**src/rtl/obf_pkg.sv**
```systemverilog
// Shared types and constants for the obfuscated-FSM unlock experiments.
// Holds the driver state encoding and the functional key of the protected detector.
package obf_pkg;

    typedef enum logic [1:0] {
        IDLE = 2'd0,
        KEY  = 2'd1,
        PASS = 2'd2
    } state_t;

    localparam int OBF_KEY_LEN = 5;
    localparam logic [OBF_KEY_LEN-1:0] OBF_KEY = 5'b01110;

endpackage

```
**src/rtl/sat_counter.sv**
```systemverilog
// Up-counter that sticks at all-ones instead of wrapping.
// Synchronous clear has priority over increment.
module sat_counter #(
    parameter int CNT_W = 8
) (
    input  logic             clk,
    input  logic             clr,
    input  logic             inc,
    output logic [CNT_W-1:0] q
);

    localparam logic [CNT_W-1:0] ONE = 1;
    localparam logic [CNT_W-1:0] MAX = '1;

    always_ff @(posedge clk) begin
        if (clr) begin
            q <= '0;
        end else if (inc && (q != MAX)) begin
            q <= q + ONE;
        end
    end

endmodule

```
**src/rtl/fsm_key_driver.sv**
```systemverilog
// Sends the obfuscation key MSB-first to the protected detector FSM, then
// passes user data through a valid/ready handshake and counts detections.
//
// state | meaning
// ------+------------------------------------------------------------
// IDLE  | target held (tgt_en=0), waiting for start
// KEY   | shifting key out, one bit per target edge
// PASS  | key sent; data_in/data_valid drive the target until rst
module fsm_key_driver
    import obf_pkg::*;
#(
    parameter int KEY_LEN = OBF_KEY_LEN,
    parameter int CNT_W   = 8
) (
    input  logic               clk,
    input  logic               rst,
    input  logic               start,
    input  logic [KEY_LEN-1:0] key_in,
    input  logic               data_in,
    input  logic               data_valid,
    output logic               data_ready,
    output logic               x_out,
    output logic               tgt_en,
    input  logic               tgt_out,
    output logic               unlocked,
    output logic               busy,
    output logic [CNT_W-1:0]   hit_cnt
);

    localparam int BW = (KEY_LEN > 2) ? $clog2(KEY_LEN) : 1;
    localparam logic [BW-1:0] LAST = BW'(KEY_LEN - 1);
    localparam logic [BW-1:0] BONE = 1;

    state_t             state, state_nxt;
    logic [KEY_LEN-1:0] shreg, shreg_nxt;
    logic [BW-1:0]      bcnt, bcnt_nxt;
    logic               acc_q;

    always_ff @(posedge clk) begin
        if (rst) begin
            state <= IDLE;
            shreg <= '0;
            bcnt  <= '0;
            acc_q <= 1'b0;
        end else begin
            state <= state_nxt;
            shreg <= shreg_nxt;
            bcnt  <= bcnt_nxt;
            // tgt_out is only meaningful one edge after the target consumed a user bit
            acc_q <= (state == PASS) && data_valid;
        end
    end

    always_comb begin
        state_nxt  = state;
        shreg_nxt  = shreg;
        bcnt_nxt   = bcnt;
        x_out      = 1'b0;
        tgt_en     = 1'b0;
        data_ready = 1'b0;
        busy       = 1'b0;
        unlocked   = 1'b0;
        case (state)
            IDLE: begin
                if (start) begin
                    shreg_nxt = key_in;
                    bcnt_nxt  = '0;
                    state_nxt = KEY;
                end
            end
            KEY: begin
                busy      = 1'b1;
                tgt_en    = 1'b1;
                x_out     = shreg[KEY_LEN-1];
                shreg_nxt = shreg << 1;
                bcnt_nxt  = bcnt + BONE;
                if (bcnt == LAST) begin
                    state_nxt = PASS;
                end
            end
            PASS: begin
                // PASS is terminal: the target cannot be relocked without its own reset
                unlocked   = 1'b1;
                data_ready = 1'b1;
                x_out      = data_in;
                tgt_en     = data_valid;
            end
            default: begin
                state_nxt = IDLE;
            end
        endcase
    end

    sat_counter #(
        .CNT_W(CNT_W)
    ) u_hit (
        .clk(clk),
        .clr(rst),
        .inc(acc_q & tgt_out),
        .q  (hit_cnt)
    );

endmodule

```
**config.mk**
```make
export PLATFORM = sky130hd
export DESIGN_NAME = fsm_key_driver
export DESIGN_NICKNAME = d
export VERILOG_FILES = /design/src/rtl/obf_pkg.sv /design/src/rtl/sat_counter.sv /design/src/rtl/fsm_key_driver.sv
export SDC_FILE = /design/constraint.sdc
export NUM_CORES = 1
export LEC_CHECK = 0
export ABC_AREA = 1
export CORE_UTILIZATION = 30
export DETAILED_ROUTE_END_ITERATION = 8
export HOLD_SLACK_MARGIN = 0.1
export PLACE_DENSITY_LB_ADDON = 0.05
export SLEW_MARGIN = 5
export SYNTH_ARGS = -nofsm -noshare
export SYNTH_HDL_FRONTEND = slang
export SYNTH_SLANG_ARGS = --single-unit
```
**constraint.sdc**
```tcl
create_clock -name clk -period 1.7 [get_ports clk]
set_clock_uncertainty 0.1 [all_clocks]
set_input_delay 0.34 -clock clk [delete_from_list [all_inputs] [get_ports clk]]
set_output_delay 0.34 -clock clk [all_outputs]
set_load 0.005 [all_outputs]
```
==> flow_summary.json <==
{
  "clockPowerShare_pct": 13.5,
  "combPwrFrac_pct": 52.2,
  "slew_viol_final": 0,
  "powerDensity_nw_per_um2": 1091,
  "rows": 21,
  "drv_cap": 0,
  "setup_viol": 1,
  "dpl.hpwl_mm": 1.762,
  "worstSetupEndpoint": "x_out",
  "avgSynthCellArea_um2": 6.890,
  "tightest_slew_ns": 0.2645,
  "h-tree-depth": 1,
  "violations": "negative setup slack",
  "yosys_warnings": 0,
  "core_area_um2": 3337,
  "grt_overflow": 0,
  "die-height_um": 61.09,
  "critPathArrivalTime_ns": 1.29,
  "place.gp.congestion": 0.8040,
  "viasPerCell": 4.234,
  "path_clk_slew_ns": 0.10,
  "fp.dieW_um": 61.09,
  "start_kind": "register",
  "n_antenna_cell": 0,
  "clk_latency_ns": 0.30,
  "num_vias": 1033,
  "numCtsBuffers": 3,
  "period_needed_ns": 1.728,
  "synth-seq-cells": 19,
  "drc": 0,
  "syn_inst": 152,
  "cp-end-kind": "output port",
  "io-pin-count": 24,
  "rsz0062_at_grt": "yes",
  "start_util_pct": 31.38,
  "final_cell_mix": "nand2_1 (41), nor2_1 (21), buf_4 (19), clkdlybuf4s50_1 (18), inv_1 (14)",
  "path_max_fanout": 3,
  "period_share_pct": 101.7,
  "clk_path_buf_depth": 2,
  "r2r.worst_path.cells": 9,
  "max_slew_margin_pct": 82.30,
  "routed_wl_mm": 2.512,
  "dieArea_um2": 3731,
  "cts_sinks": 19,
  "hold-worst-slack_ns": 0.3652,
  "required_ns": 1.26,
  "status": "complete, but fails checks",
  "leakage_nw": 0.7151,
  "grt_pass1_wl_mm": 3.912,
  "rr_startpoint": "state[0]",
  "grt_pass1_vias": 924,
  "routedWlPerCell_um": 10.30,
  "firstDrtPassIters": 4,
  "internal_power_w": 0.001075,
  "syn_area_um2": 1047,
  "cp-startpoint": "state[0]",
  "reg2reg_slack_ns": 0.08,
  "layout_commonest_cell": "nand2_1",
  "hp-class": "reg2reg",
  "p_switching_w": 0.0006462,
  "synth-seq-area-share_pct": 36.32,
  "finalSetupTns_ns": -0.02842,
  "cts_tree": "done",
  "drt_iter0_drc": 38,
  "switching_share_pct": 37.54,
  "report.final.hold_viol_count": 0,
  "area_growth_pct": 50.66,
  "drive_gt1_share_pct": 29.80,
  "fmax_mhz": 578.6,
  "synth_nets": 169,
  "critPathKind": "reg2out",
  "grt_max_degree": 12,
  "portBuffers": 23,
  "antenna_found_initial": 0,
  "final_antenna_net_count": 0,
  "ys_types": 21,
  "ir_drop_mv": 0.6991,
  "nets": 216,
  "pwr-share-seq_pct": 34.3,
  "r2r-end": "shreg[2]",
  "timing.final.ws_setup_ns": -0.02842,
  "cts_root_buffer": "clkbuf_4",
  "track_usage_pct": 14.24
}
==> layout make-up <==
type / count / area [µm²]
multi-input combinational: 112 / 625.6
tap: 46 / 57.56
fill: 348 / 1759
clock inverter: 1 / 5.005
timing repair buffer: 45 / 386.6
clock buffer: 3 / 22.52
sequential: 19 / 405.4
inverter: 18 / 75.07
==> how the worst min path moves through the flow <==
stage | start | cells past startpoint | end | slack [ns]
after global routing | shreg[0] | 2 | shreg[0] | 0.40
final | shreg[0] | 2 | shreg[0] | 0.37
after detailed placement | shreg[0] | 2 | shreg[0] | 0.35
after CTS | shreg[0] | 2 | shreg[0] | 0.37
after floorplan | rst | 1 | bcnt[1] | 0.31
after global placement | shreg[0] | 2 | shreg[0] | 0.36
==> synthesized netlist by cell type, drive strengths merged <==
library cell / instances / area share [%]
a21oi: 16 / 8.0
buf: 3 / 2.5
dfxtp: 19 / 36
ha: 6 / 7.2
inv: 18 / 6.7
nand2: 46 / 18
nand3: 11 / 5.3
nand3b: 1 / 0.72
nand4: 1 / 0.60
nor2: 24 / 10
o21ai: 6 / 3.9
xor2: 1 / 0.84
==> state kept, by name, summed over array words and instances, names as in the netlist <==
register	flops
bcnt	3
u_hit.q	8
shreg	5
state	2
acc_q	1
==> critical path: stages (launching register included) <==
cell and delay [ns]:
dfxtp_2 0.38, buf_6 0.11, ha_4 0.13, buf_6 0.11, nand2_2 0.05, a21oi_2 0.12, buf_2 0.12
==> power by group through the flow <==
stage	combinational (W)	clock [W]	sequential, W
after CTS	0.000733	0.000250	0.000582
after global placement	0.000684	0	0.000576
final	0.000899	0.000232	0.000590
after global routing	0.00100	0.000275	0.000598
after detailed placement	0.000684	0	0.000579
after floorplan	0.000427	0	0.000568
==> per-stage QoR <==
stage,util [%],std cells,worst slack (ns),instance area [µm²],total power (W)
after floorplan,-,152,0.3496,1047,0.0009949
after global placement,41.47,228,-0.2286,1384,0.001260
after detailed placement,41.47,228,-0.2393,1384,0.001263
after CTS,43.79,236,-0.03132,1461,0.001565
after global routing,47.28,244,-0.09642,1578,0.001877
final,47.28,244,-0.02842,1578,0.001721
==> kinds of logic after synthesis <==
logic type	Yosys count	share of synthesized area, %
buffers and inverters	21	9.199
adder cells (fa/ha/maj)	6	7.168
XOR/XNOR	1	0.8365
AND/OR/NAND/NOR	83	34.53
AO/OA/AOI/OAI	22	11.95
flip-flops	19	36.32
==> layer usage <==
layer / global-route usage, % / vias up / routed length [µm]
met3: 4.412 / 2 / 78
li1: - / 572 / -
met5: 0 / - / 0
met4: 1.948 / 0 / 17
met2: 24.22 / 13 / 1213
met1: 18.18 / 446 / 1203
==> repair_timing <==
action / in CTS / in global routing
pin swaps: 2 / 5
gates resized for setup: 24 / 24
endpoints found under the setup margin: 9 / 16
setup buffers: 4 / 8
hold buffers: 0 / 0
Note: power is estimated with default switching activity, not from simulation.
